==> src/rtl/irq_arbiter_if.sv <==
// rtl/irq_arbiter_if.sv - bridge register port (Addr/WE/DataIn/DataOut) for irq_arbiter
interface irq_arbiter_if;
  logic [31:0] Addr;
  logic        WE;
  logic [31:0] DataIn;
  logic [31:0] DataOut;

  modport master (output Addr, WE, DataIn, input DataOut);
  modport slave  (input Addr, WE, DataIn, output DataOut);
endinterface

==> src/rtl/irq_arbiter.sv <==
// rtl/irq_arbiter.sv - edge-capturing interrupt arbiter with fixed/round-robin priority and EOI
module irq_arbiter #(
  parameter int          N_SRC = 6,
  parameter logic [31:0] BASE  = 32'h0000_7F20
) (
  input  logic             clk,
  input  logic             reset,
  irq_arbiter_if.slave     bus,
  input  logic [N_SRC-1:0] src_irq,
  output logic             cpu_irq,
  output logic [2:0]       cpu_id,
  input  logic             cpu_ack
);
  typedef enum logic [1:0] {IDLE = 2'b00, REQ = 2'b01, SERVICE = 2'b10} state_t;

  state_t           state, state_d;
  logic             gen, rr;
  logic [N_SRC-1:0] mask, pend, src_prev;
  logic [2:0]       rr_ptr, rr_ptr_d, cur_id, cur_id_d;
  logic             cpu_irq_d, ack_clr;

  logic             sel, wr_ctrl, wr_mask, wr_pend, eoi;
  logic [N_SRC-1:0] elig, rise, w1c_bits, ack_bits;
  logic [2:0]       start, win, nxt_ptr;
  logic             any_elig, elig_cur;
  logic             unused_bits;

  assign sel     = (bus.Addr[31:4] == BASE[31:4]);
  assign wr_ctrl = sel && bus.WE && (bus.Addr[3:2] == 2'b00);
  assign wr_mask = sel && bus.WE && (bus.Addr[3:2] == 2'b01);
  assign wr_pend = sel && bus.WE && (bus.Addr[3:2] == 2'b10);
  assign eoi     = sel && bus.WE && (bus.Addr[3:2] == 2'b11);
  assign unused_bits = ^{bus.Addr[1:0], bus.DataIn[31:N_SRC]};

  assign rise     = src_irq & ~src_prev;
  assign elig     = pend & mask & {N_SRC{gen}};
  assign elig_cur = |(elig & (N_SRC'(1) << cur_id));
  assign w1c_bits = wr_pend ? bus.DataIn[N_SRC-1:0] : '0;
  assign ack_bits = ack_clr ? (N_SRC'(1) << cur_id) : '0;
  assign nxt_ptr  = (cur_id == 3'(N_SRC - 1)) ? 3'd0 : cur_id + 3'd1;
  assign start    = rr ? rr_ptr : 3'd0;
  assign cpu_id   = cur_id;

  // Fixed priority is round-robin anchored at 0: pick the eligible source closest after start.
  always_comb begin
    int best;
    int d;
    best     = N_SRC;
    d        = 0;
    win      = 3'd0;
    any_elig = 1'b0;
    for (int i = 0; i < N_SRC; i++) begin
      d = i - int'(start);
      if (d < 0) d = d + N_SRC;
      if (elig[i] && d < best) begin
        best     = d;
        win      = 3'(i);
        any_elig = 1'b1;
      end
    end
  end

  always_comb begin
    state_d   = state;
    cpu_irq_d = cpu_irq;
    cur_id_d  = cur_id;
    rr_ptr_d  = rr_ptr;
    ack_clr   = 1'b0;
    case (state)
      IDLE: begin
        if (any_elig) begin
          cur_id_d  = win;
          cpu_irq_d = 1'b1;
          state_d   = REQ;
        end
      end
      REQ: begin
        if (cpu_ack) begin
          ack_clr   = 1'b1;
          cpu_irq_d = 1'b0;
          rr_ptr_d  = nxt_ptr;
          state_d   = SERVICE;
        end else if (!elig_cur) begin
          cpu_irq_d = 1'b0;
          state_d   = IDLE;
        end
      end
      SERVICE: begin
        cpu_irq_d = 1'b0;
        if (eoi) state_d = IDLE;
      end
      default: begin
        cpu_irq_d = 1'b0;
        state_d   = IDLE;
      end
    endcase
  end

  always_ff @(posedge clk or negedge reset) begin
    if (!reset) begin
      state    <= IDLE;
      cpu_irq  <= 1'b0;
      cur_id   <= 3'd0;
      rr_ptr   <= 3'd0;
      gen      <= 1'b0;
      rr       <= 1'b0;
      mask     <= '0;
      pend     <= '0;
      src_prev <= '0;
    end else begin
      state    <= state_d;
      cpu_irq  <= cpu_irq_d;
      cur_id   <= cur_id_d;
      rr_ptr   <= rr_ptr_d;
      src_prev <= src_irq;
      // New edges are OR-ed in last so they win over W1C and ack clears.
      pend     <= (pend & ~w1c_bits & ~ack_bits) | rise;
      if (wr_ctrl) begin
        gen <= bus.DataIn[0];
        rr  <= bus.DataIn[1];
      end
      if (wr_mask) mask <= bus.DataIn[N_SRC-1:0];
    end
  end

  always_comb begin
    bus.DataOut = 32'd0;
    if (sel) begin
      case (bus.Addr[3:2])
        2'b00:   bus.DataOut = {30'd0, rr, gen};
        2'b01:   bus.DataOut = 32'(mask);
        2'b10:   bus.DataOut = 32'(pend);
        default: bus.DataOut = {(state != IDLE), 21'd0, state, 5'd0, cur_id};
      endcase
    end
  end
endmodule

==> src/flat_wrapper.sv <==
// flat-port wrapper written by rule: the top's interface ports become plain ports
module irq_arbiter_flat 
#(
  parameter int          N_SRC = 6,
  parameter logic [31:0] BASE  = 32'h0000_7F20
)
  (clk, reset, src_irq, cpu_irq, cpu_id, cpu_ack, bus_Addr, bus_WE, bus_DataIn, bus_DataOut);
  irq_arbiter_if bus_i ();
  input  logic clk;
  input  logic reset;
  input  logic [N_SRC-1:0] src_irq;
  output logic cpu_irq;
  output logic [2:0] cpu_id;
  input  logic cpu_ack;
  input wire logic [$bits(bus_i.Addr)-1:0] bus_Addr;
  input wire logic [$bits(bus_i.WE)-1:0] bus_WE;
  input wire logic [$bits(bus_i.DataIn)-1:0] bus_DataIn;
  output wire logic [$bits(bus_i.DataOut)-1:0] bus_DataOut;
  assign bus_i.Addr = bus_Addr;
  assign bus_i.WE = bus_WE;
  assign bus_i.DataIn = bus_DataIn;
  assign bus_DataOut = bus_i.DataOut;
  irq_arbiter #(.N_SRC(N_SRC), .BASE(BASE)) u_core (.clk(clk), .reset(reset), .bus(bus_i), .src_irq(src_irq), .cpu_irq(cpu_irq), .cpu_id(cpu_id), .cpu_ack(cpu_ack));
endmodule
==> config.mk <==
export PLATFORM = sky130hd
export DESIGN_NAME = irq_arbiter_flat
export DESIGN_NICKNAME = d
export VERILOG_FILES = /design/src/rtl/irq_arbiter_if.sv /design/src/rtl/irq_arbiter.sv /design/src/flat_wrapper.sv
export SDC_FILE = /design/constraint.sdc
export NUM_CORES = 1
export LEC_CHECK = 0
export BUFFER_PORTS_ARGS = -buffer_cell sky130_fd_sc_hd__buf_2
export CAP_MARGIN = 20
export CORE_MARGIN = 2
export CORE_UTILIZATION = 45
export CTS_BUF_LIST = sky130_fd_sc_hd__clkbuf_8
export CTS_CLUSTER_DIAMETER = 100
export DETAILED_ROUTE_END_ITERATION = 12
export PLACE_DENSITY = 0.67
export SLEW_MARGIN = 20
export SYNTH_ARGS = -nofsm -noshare
export SYNTH_HDL_FRONTEND = slang
export SYNTH_SLANG_ARGS = --single-unit
==> constraint.sdc <==
create_clock -name clk -period 21.1 [get_ports clk]
set_input_delay 4.22 -clock clk [delete_from_list [all_inputs] [get_ports clk]]
set_output_delay 4.22 -clock clk [all_outputs]
set_load 0.01 [all_outputs]
==> results.toml, run 1 <==
[status]
status = "complete, no violations"

[placement]
hpwl_um = 7860
port-buffer-count = 58
preCtsSetupSlack_ns = 8.76
dpl_cell_area_um2 = 4110
gp_congestion = 0.920

[finish]
nets = 654
final_util = 0.513
fin_area_um2 = 4210
area_growth_pct = 10.1
diodes = 0
drive_gt1_frac = 0.183

[logic_synthesis]
yosysTopAreaCell = "dfrtp_1"
synth-edff-count = 0
synth_area_leaders = "dfrtp_1 19%, ha_1 18%, buf_4 4.7%, nand2_1 4.7%, mux2_2 3.5%"
syn_area_per_cell_um2 = 8.16
synth_top_area_share = 0.190
yosysWarningCount = 0
synth_cells = 469
ys.flop_type = "dfrtp_1"
mappedNetlistArea_um2 = 3820
yosysUniqueCellTypes = 73
ys_seq_elements = 29
seq_area_frac_synth = 0.190
async_reset_ff_frac = 1.00

[die]
core_um2 = 8220
core.rowCount = 33
ios = 110
die_w_um = 96.2
initial_core_util = 0.466
fp.dieH_um = 96.2
die_area_um2 = 9250

[setup_path]
cpMostUsedCell = "ha_1"
startpoint_type = "flop"
crit_fanout = 15
cpLargestDelayFamily = "compound AO/OA/AOI/OAI gates"
r2r_cells = 49
worstReg2RegStart = "u_core.rr"
crit_path_end_kind = "flop"
path_class = "reg2reg"
rr_endpoint = "u_core.cpu_id[1]"
critPathMaxStageDelay_ns = 0.63
slowest_stage = "o21ai_0"
worst-path-stages = 49
regToRegSetupSlack_ns = 8.58
worst-endpoint-required_ns = 21.24
cp.arrival_ns = 12.66
crit_buf_inv = 3

[sta]
finalCriticalPeriod_ns = 12.52
tns_ns = 0
hold_viol_final = 0
rsz0062_at_grt = "false"
max_freq_ghz = 0.0799
setup_violations = 0
skew_ns = 0.00630
slew_violations = 0
worst_pin_slew_ns = 0.757
worst_slack_ns = 8.58
slew_headroom = 0.490
whs_ns = 0.429
fin_crit_sh = 0.593

[power]
ir_worst_vdd_mv = 0.0527
leakagePower_nw = 2.11
power.density_nw_per_um2 = 28.7

[global_route]
grt_overflow = 0
antenna_found_initial = 0
grt_usage = 0.214
grt_pass1_wl_um = 15700
grt_pass1_vias = 3376
grt_max_degree = 30

[run]
max-cap-violations = 0

[route]
vias = 3606
viasPerCell = 5.71
drt-initial-drc-count = 184
drt-total-wl_um = 9580
wl_per_cell_um = 15.2
drc = 0
firstDrtPassIters = 5
ant_nets = 0

[min_path]
hold_path_class = "reg2reg"
hold_depth = 1
hold_end = "u_core.pend[1]"
hold_start = "u_core.src_prev[1]"

[clocking]
cts_buffers = 5
cts.sinks = 29
root_buffer = "clkbuf_8"
cts_setup_buffers = 0
cts_resized = 0
htreeDepth = 2
clockBufferDepth = 2
clk_pin_slew_ns = 0.06
cts_hold_buf = 0
clock_latency_ns = 0.28
tritoncts = "built"
-- registers in the layout (all words and copies together) (netlist names) --
signal / cells
u_core.pend: 6
u_core.cpu_irq: 1
u_core.gen: 1
u_core.src_prev: 6
u_core.cpu_id: 3
u_core.state: 2
u_core.mask: 6
u_core.rr_ptr: 3
u_core.rr: 1
-- power breakdown --
part / internal, mW / switching, mW / leakage, nW
Combinational: 0.00587 / 0.00803 / 1.70
Sequential: 0.0563 / 0.000310 / 0.358
Clock: 0.0294 / 0.0209 / 0.0542
-- worst reg2reg max path: cells and delay by family, from the launching register on --
family / cells / cell delay, ns
DFF: 1 / 0.52
and+or+nand+nor: 15 / 3.75
AOI/OAI and AO/OA: 24 / 5.57
adders and majority gates: 7 / 2.18
buffers and inverters: 3 / 0.36
-- cell type report --
type,instances,area (µm²)
Fill cell,801,4000
Clock buffer,7,96.3
Multi-Input combinational cell,401,2850
Clock inverter,1,5.00
Tap cell,105,131
Sequential cell,29,726
Timing Repair Buffer,58,290
Inverter,30,114
-- cells in the mapped netlist (all sizes together), types with 4 or more instances --
cell / n
a211o: 4
a211oi: 5
a21o: 10
a21oi: 14
a22oi: 5
a31oi: 8
and2: 16
and3: 8
buf: 28
clkbuf: 10
dfrtp: 29
ha: 55
inv: 29
mux2: 12
mux2i: 5
nand2: 49
nand3: 15
nand3b: 4
nand4: 8
nor2: 30
nor2b: 8
nor3: 13
nor4: 7
o211ai: 10
o21a: 5
o21ai: 26
o22ai: 4
or2: 4
or4: 4
-- worst max-delay path by stage --
stage / start / end
after detailed placement: u_core.rr / u_core.cpu_id[1]
after floorplan: u_core.rr / u_core.cpu_id[2]
after CTS: u_core.rr / u_core.cpu_id[1]
after global placement: u_core.rr / u_core.cpu_id[1]
final: u_core.rr / u_core.cpu_id[1]
after global routing: u_core.rr / u_core.cpu_id[1]
-- per-stage QoR --
| step | power, mW | std cells |
|---|---|---|
| after floorplan | 0.0678 | 498 |
| after detailed placement | 0.0712 | 623 |
| after CTS | 0.122 | 631 |
| final | 0.121 | 631 |
| after global placement | 0.0710 | 623 |
| after global routing | 0.126 | 631 |
-- metal layers --
layer | track usage | wire (µm) | part of all wire
met1 | 0.278 | 4220 | 0.44
met2 | 0.379 | 4750 | 0.50
met3 | 0.0172 | 454 | 0.047
met4 | 0.0607 | 151 | 0.016
met5 | 0 | 0 | 0
-- cell families after synthesis --
logic type,synth area share
multiplexers,0.0602
flip-flops,0.190
other,0.000980
buffers and inverters,0.0936
XOR/XNOR,0.0137
adder cells (fa/ha/maj),0.180
AO/OA/AOI/OAI,0.212
AND/OR/NAND/NOR,0.250
-- layout by cell type, fill, tap and decap left out, types with 5 or more instances in the layout --
master and instances:
mux2_2 12, and2_1 15, nor3_1 12, nor4_1 6
a22oi_1 5, o21ai_0 25, mux2i_1 5, a21o_1 10
a21oi_1 14, ha_1 55, nor2_1 30, o21a_1 5
and3_1 8, a211oi_1 5, nand3_1 15, inv_1 29
nand2_1 48, conb_1 30, nand4_1 8, dfrtp_1 29
nor2b_1 8, buf_2 58, o211ai_1 9, clkbuf_8 7
a31oi_1 8
Note: power is estimated with default switching activity, not from simulation.
==> run 2, diff against run 1 <==
ABC_AREA = 1   (was not set)
PLACE_DENSITY = 0.7   (was 0.67)
clock period = 11.1 ns   (was 21.1 ns; I/O delays follow)
==> run 2 against run 1 <==
Clock skew down 0.0029 ns; synthesized cell count up 22%; maximum frequency up 30%; wire length down 7.5%; first-iteration DRC count up 33%; die area down 1.7%; clock-buffer cell count down 1; highest routed layer unchanged.
==> results.toml, run 2 <==
[status]
status = "complete, no violations"

[setup_path]
crit_buf_inv = 9
critPathMaxStageDelay_ns = 0.57
regToRegSetupSlack_ns = 1.44
slowest_stage = "dfrtp_1"
crit_fanout = 19
crit_path_end_kind = "flop"
cp.arrival_ns = 9.83
worst-endpoint-required_ns = 11.27
path_class = "reg2reg"
startpoint_type = "flop"
cpMostUsedCell = "nand2_1"
cpLargestDelayFamily = "simple AND/OR/NAND/NOR gates"

[die]
core_um2 = 8130
die_area_um2 = 9090
ios = 110
initial_core_util = 0.462
fp.dieH_um = 95.4
die_w_um = 95.4
core.rowCount = 33

[clocking]
clk_pin_slew_ns = 0.06
cts_resized = 0
clockBufferDepth = 2
htreeDepth = 2
cts_buffers = 5
root_buffer = "clkbuf_8"
cts.sinks = 29
clock_latency_ns = 0.28
tritoncts = "built"
cts_hold_buf = 0
cts_setup_buffers = 0

[logic_synthesis]
syn_area_per_cell_um2 = 6.56
mappedNetlistArea_um2 = 3760
async_reset_ff_frac = 1.00
yosysWarningCount = 0
yosysTopAreaCell = "dfrtp_1"
yosysUniqueCellTypes = 40
synth_area_leaders = "dfrtp_1 19%, ha_1 18%, nand2_1 16%, inv_1 10%, o21ai_0 5.1%"
seq_area_frac_synth = 0.193
ys_seq_elements = 29
synth_cells = 573
synth_top_area_share = 0.193
synth-edff-count = 0
netlist_top_cells_count = "157 x nand2_1, 102 x inv_1, 55 x ha_1"
post-synth-top-count-cell = "nand2_1"
ys.flop_type = "dfrtp_1"

[global_route]
grt_max_degree = 30
grt_pass1_wl_um = 15400
grt_usage = 0.209
grt_overflow = 0
antenna_found_initial = 0
grt_pass1_vias = 3633

[finish]
reg.largest.list = "u_core.mask (6), u_core.pend (6), u_core.src_prev (6)"
diodes = 0
nets = 767
area_growth_pct = 11.9
most-common-layout-cells = "157 x nand2_1, 102 x inv_1, 58 x buf_2"
layout_commonest_cell = "nand2_1"
fin_cells = 744
final_util = 0.517
drive_gt1_frac = 0.136

[power]
ir_worst_vdd_mv = 0.0853
leakagePower_nw = 2.43
total_power_uw = 247
power.density_nw_per_um2 = 58.7

[run]
max-cap-violations = 0

[placement]
gp_congestion = 0.947
dpl.cell_count = 736
hpwl_um = 7430
port-buffer-count = 58
preCtsSetupSlack_ns = 1.66

[route]
ant_nets = 0
drc = 0
drt-total-wl_um = 8860
vias = 3774
firstDrtPassIters = 5
wl_per_cell_um = 11.9
viasPerCell = 5.07
drt-initial-drc-count = 244

[sta]
hold_viol_final = 0
worst_pin_slew_ns = 0.981
slew_violations = 0
rsz0062_at_grt = "false"
tns_ns = 0
setup_violations = 0
max_freq_ghz = 0.103
slew_headroom = 0.341
finalCriticalPeriod_ns = 9.66
fin_crit_sh = 0.871
skew_ns = 0.00343
worst_slack_ns = 1.44

[min_path]
hold_path_class = "reg2reg"
-- run 2: cell count changes in the layout (fill, tap and decap cells not counted), moves of 10 or more --
cell     before  now
nand2_1      48  157
inv_1        29  102
o21ai_0      25   38
and2_1       15    3
nand2_2       0   10
mux2_2       12    0
-- run 2: final cells by class --
| type | instances | area [µm²] |
|---|---|---|
| Fill cell | 784 | 3930 |
| Multi-Input combinational cell | 440 | 2540 |
| Sequential cell | 29 | 726 |
| Inverter | 104 | 390 |
| Timing Repair Buffer | 58 | 290 |
| Tap cell | 105 | 131 |
| Clock buffer | 6 | 82.6 |
| Clock inverter | 2 | 37.5 |
-- run 2: logic make-up (layout without fill, tap and decap cells) --
| family | count (synthesis) | after routing | share of synthesized area |
|---|---|---|---|
| buffers and inverters | 133 | 170 | 0.158 |
| xor gates and xnor gates | 4 | 4 | 0.00933 |
| and+or+nand+nor | 260 | 260 | 0.311 |
| AOI/OAI and AO/OA | 90 | 90 | 0.141 |
| DFF | 29 | 29 | 0.193 |
| muxes | 1 | 1 | 0.00266 |
| adders and majority gates | 55 | 55 | 0.183 |
| other | 1 | 30 | 0.000998 |
-- run 2: report_power, final --
part           switching [mW]  leakage, nW  internal (mW)
combinational          0.0156         2.02        0.00985
sequential            0.00117        0.351          0.108
clock                  0.0396       0.0574         0.0728
total                  0.0564         2.43          0.190
-- run 2: layer usage --
metal  global-route usage  up-vias  wire length, µm
met2                0.352      125             4180
met1                0.275     1704             4080
met3               0.0332       13              459
li1                     -     1932                -
met5                    0        -                0
met4               0.0676        0              145
-- run 2: final timing paths --
check | depth (start not counted) | end | from
max in group asynchronous | 1 | u_core.rr | reset
hold / removal | 1 | u_core.pend[2] | u_core.src_prev[2]
min in group asynchronous | 1 | u_core.cpu_irq | reset
setup reg to reg | 72 | u_core.cpu_id[1] | u_core.rr
setup / recovery | 72 | u_core.cpu_id[1] | u_core.rr
hold reg to reg | 1 | u_core.pend[2] | u_core.src_prev[2]
-- run 2: per-stage QoR --
step,hold slack [ns],cell area (µm²)
final,0.416,4200
after CTS,0.419,4200
after global routing,0.434,4200
after floorplan,0.400,3860
after detailed placement,0.410,4080
after global placement,0.404,4080
-- run 2: worst register-to-register path, delay by kind of cell (launching register included) --
| kind | cells | cell delay (ns) |
|---|---|---|
| buffers and inverters | 9 | 0.99 |
| flip-flops | 1 | 0.57 |
| AND/OR/NAND/NOR | 46 | 4.30 |
| adder cells (fa/ha/maj) | 7 | 1.81 |
| AO/OA/AOI/OAI | 10 | 1.89 |
==> run 3, diff against run 2 <==
--- a/config.mk
+++ b/config.mk
@@ -10,3 +10,3 @@
 export CAP_MARGIN = 20
-export CORE_MARGIN = 2
+export CORE_MARGIN = 10
 export CORE_UTILIZATION = 45
==> constraint.sdc (replaced) <==
create_clock -name clk -period 11.1 [get_ports clk]
set_input_delay 1.11 -clock clk [delete_from_list [all_inputs] [get_ports clk]]
set_output_delay 1.11 -clock clk [all_outputs]
set_load 0.01 [all_outputs]
==> run 3 against run 2 <==
Via count down 2.3%; combinational power hardly changed; register-to-register slack better by 0.07 ns; critical path depth is 6 lower; first-iteration DRC count fell by 7.4%; hold slack improved by 0.0024 ns; total power decreased by 1.5%; final area shrank 0.12%; global-route usage down 5.9 points; critical path type unchanged; largest cell class unchanged; largest power group is now registers; highest routed layer unchanged.
==> results.toml, run 3 (same netlist as run 2, synthesis figures left out) <==
[setup_path]
slowest_stage = "dfrtp_1"
critPathMaxStageDelay_ns = 0.56
crit_path_end_kind = "flop"
cpMostUsedCell = "nand2_1"
worst-endpoint-required_ns = 11.27
crit_fanout = 19
cpLargestDelayFamily = "simple AND/OR/NAND/NOR gates"
crit_buf_inv = 7
path_class = "reg2reg"
startpoint_type = "flop"
cp.arrival_ns = 9.76

[route]
viasPerCell = 4.95
wl_per_cell_um = 12.5
firstDrtPassIters = 4
ant_nets = 0
drt-total-wl_um = 9280
vias = 3686
drc = 0
drt-initial-drc-count = 226

[sta]
rsz0062_at_grt = "false"
tns_ns = 0
max_freq_ghz = 0.104
skew_ns = 0.00678
setup_violations = 0
whs_ns = 0.419
worst_pin_slew_ns = 0.945
slew_headroom = 0.365
fin_crit_sh = 0.865
hold_viol_final = 0
finalCriticalPeriod_ns = 9.60
slew_violations = 0

[status]
status = "complete, no violations"

[global_route]
grt_max_degree = 30
grt_pass1_vias = 3735
grt_usage = 0.150
grt_pass1_wl_um = 16400
grt_overflow = 0
antenna_found_initial = 0

[run]
max-cap-violations = 0

[clocking]
cts_resized = 0
root_buffer = "clkbuf_8"
htreeDepth = 2
cts.sinks = 29
clock_latency_ns = 0.28
cts_setup_buffers = 0
clockBufferDepth = 2
clk_pin_slew_ns = 0.07
cts_hold_buf = 0
tritoncts = "built"
cts_buffers = 5

[die]
die_w_um = 111
fp.dieH_um = 111
core.rowCount = 33
die_area_um2 = 12400
core_um2 = 8180
ios = 110
initial_core_util = 0.459

[placement]
port-buffer-count = 58
gp_congestion = 0.945
hpwl_um = 7960

[finish]
diodes = 0
area_growth_pct = 11.8
layout_commonest_cell = "nand2_1"
drive_gt1_frac = 0.136
nets = 767
most-common-layout-cells = "157 x nand2_1, 102 x inv_1, 58 x buf_2"
final_util = 0.513
reg.largest.list = "u_core.mask (6), u_core.pend (6), u_core.src_prev (6)"

[power]
ir_worst_vdd_mv = 0.0849
leakagePower_nw = 2.43
power.density_nw_per_um2 = 57.9

[min_path]
hold_path_class = "reg2reg"
## run 3: layer usage
metal / routed length (µm) / GRT usage / part of all wire / vias to the layer above
met5: 0 / 0 / 0 / -
met4: 178 / 0.0428 / 0.019 / 0
met3: 535 / 0.0349 / 0.058 / 17
met2: 4380 / 0.262 / 0.47 / 93
met1: 4180 / 0.180 / 0.45 / 1647
li1: - / - / - / 1929
## run 3: worst paths after layout
path / from / endpoint / slack [ns] / cells after the start
worst max-delay path: u_core.rr / u_core.cpu_id[1] / 1.50 / 66
worst min-delay path: u_core.src_prev[0] / u_core.pend[0] / 0.42 / 1
worst max register to register: u_core.rr / u_core.cpu_id[1] / 1.50 / 66
worst min register to register: u_core.src_prev[0] / u_core.pend[0] / 0.42 / 1
max in group asynchronous: reset / u_core.rr / 9.84 / 1
min in group asynchronous: reset / u_core.mask[4] / 0.84 / 1
## run 3: final cells by class
type | count | area [µm²]
Clock inverter | 3 | 46.3
Timing Repair Buffer | 58 | 290
Tap cell | 105 | 131
Multi-Input combinational cell | 440 | 2540
Sequential cell | 29 | 726
Fill cell | 840 | 3980
Clock buffer | 5 | 68.8
Inverter | 104 | 390
## run 3: through the flow
step	power, mW	std cells	setup WS [ns]	cell area (µm²)
after detailed placement	0.136	736	1.62	4080
after floorplan	0.129	602	2.70	3860
after CTS	0.245	744	1.55	4200
final	0.243	744	1.50	4200
after global placement	0.135	736	1.83	4080
after global routing	0.256	744	0.223	4200
## run 3: power by group
part	internal [mW]	switching, mW	total, mW
clock	0.0670	0.0417	0.109
combinational	0.00986	0.0157	0.0255
sequential	0.108	0.00118	0.109
## run 3: worst register-to-register path, delay by kind of cell, from the launching register on
| family | cells | cell delay [ns] |
|---|---|---|
| AOI/OAI and AO/OA | 15 | 2.34 |
| and+or+nand+nor | 37 | 3.80 |
| adders and majority gates | 7 | 2.09 |
| DFF | 1 | 0.56 |
| buffers and inverters | 7 | 0.68 |
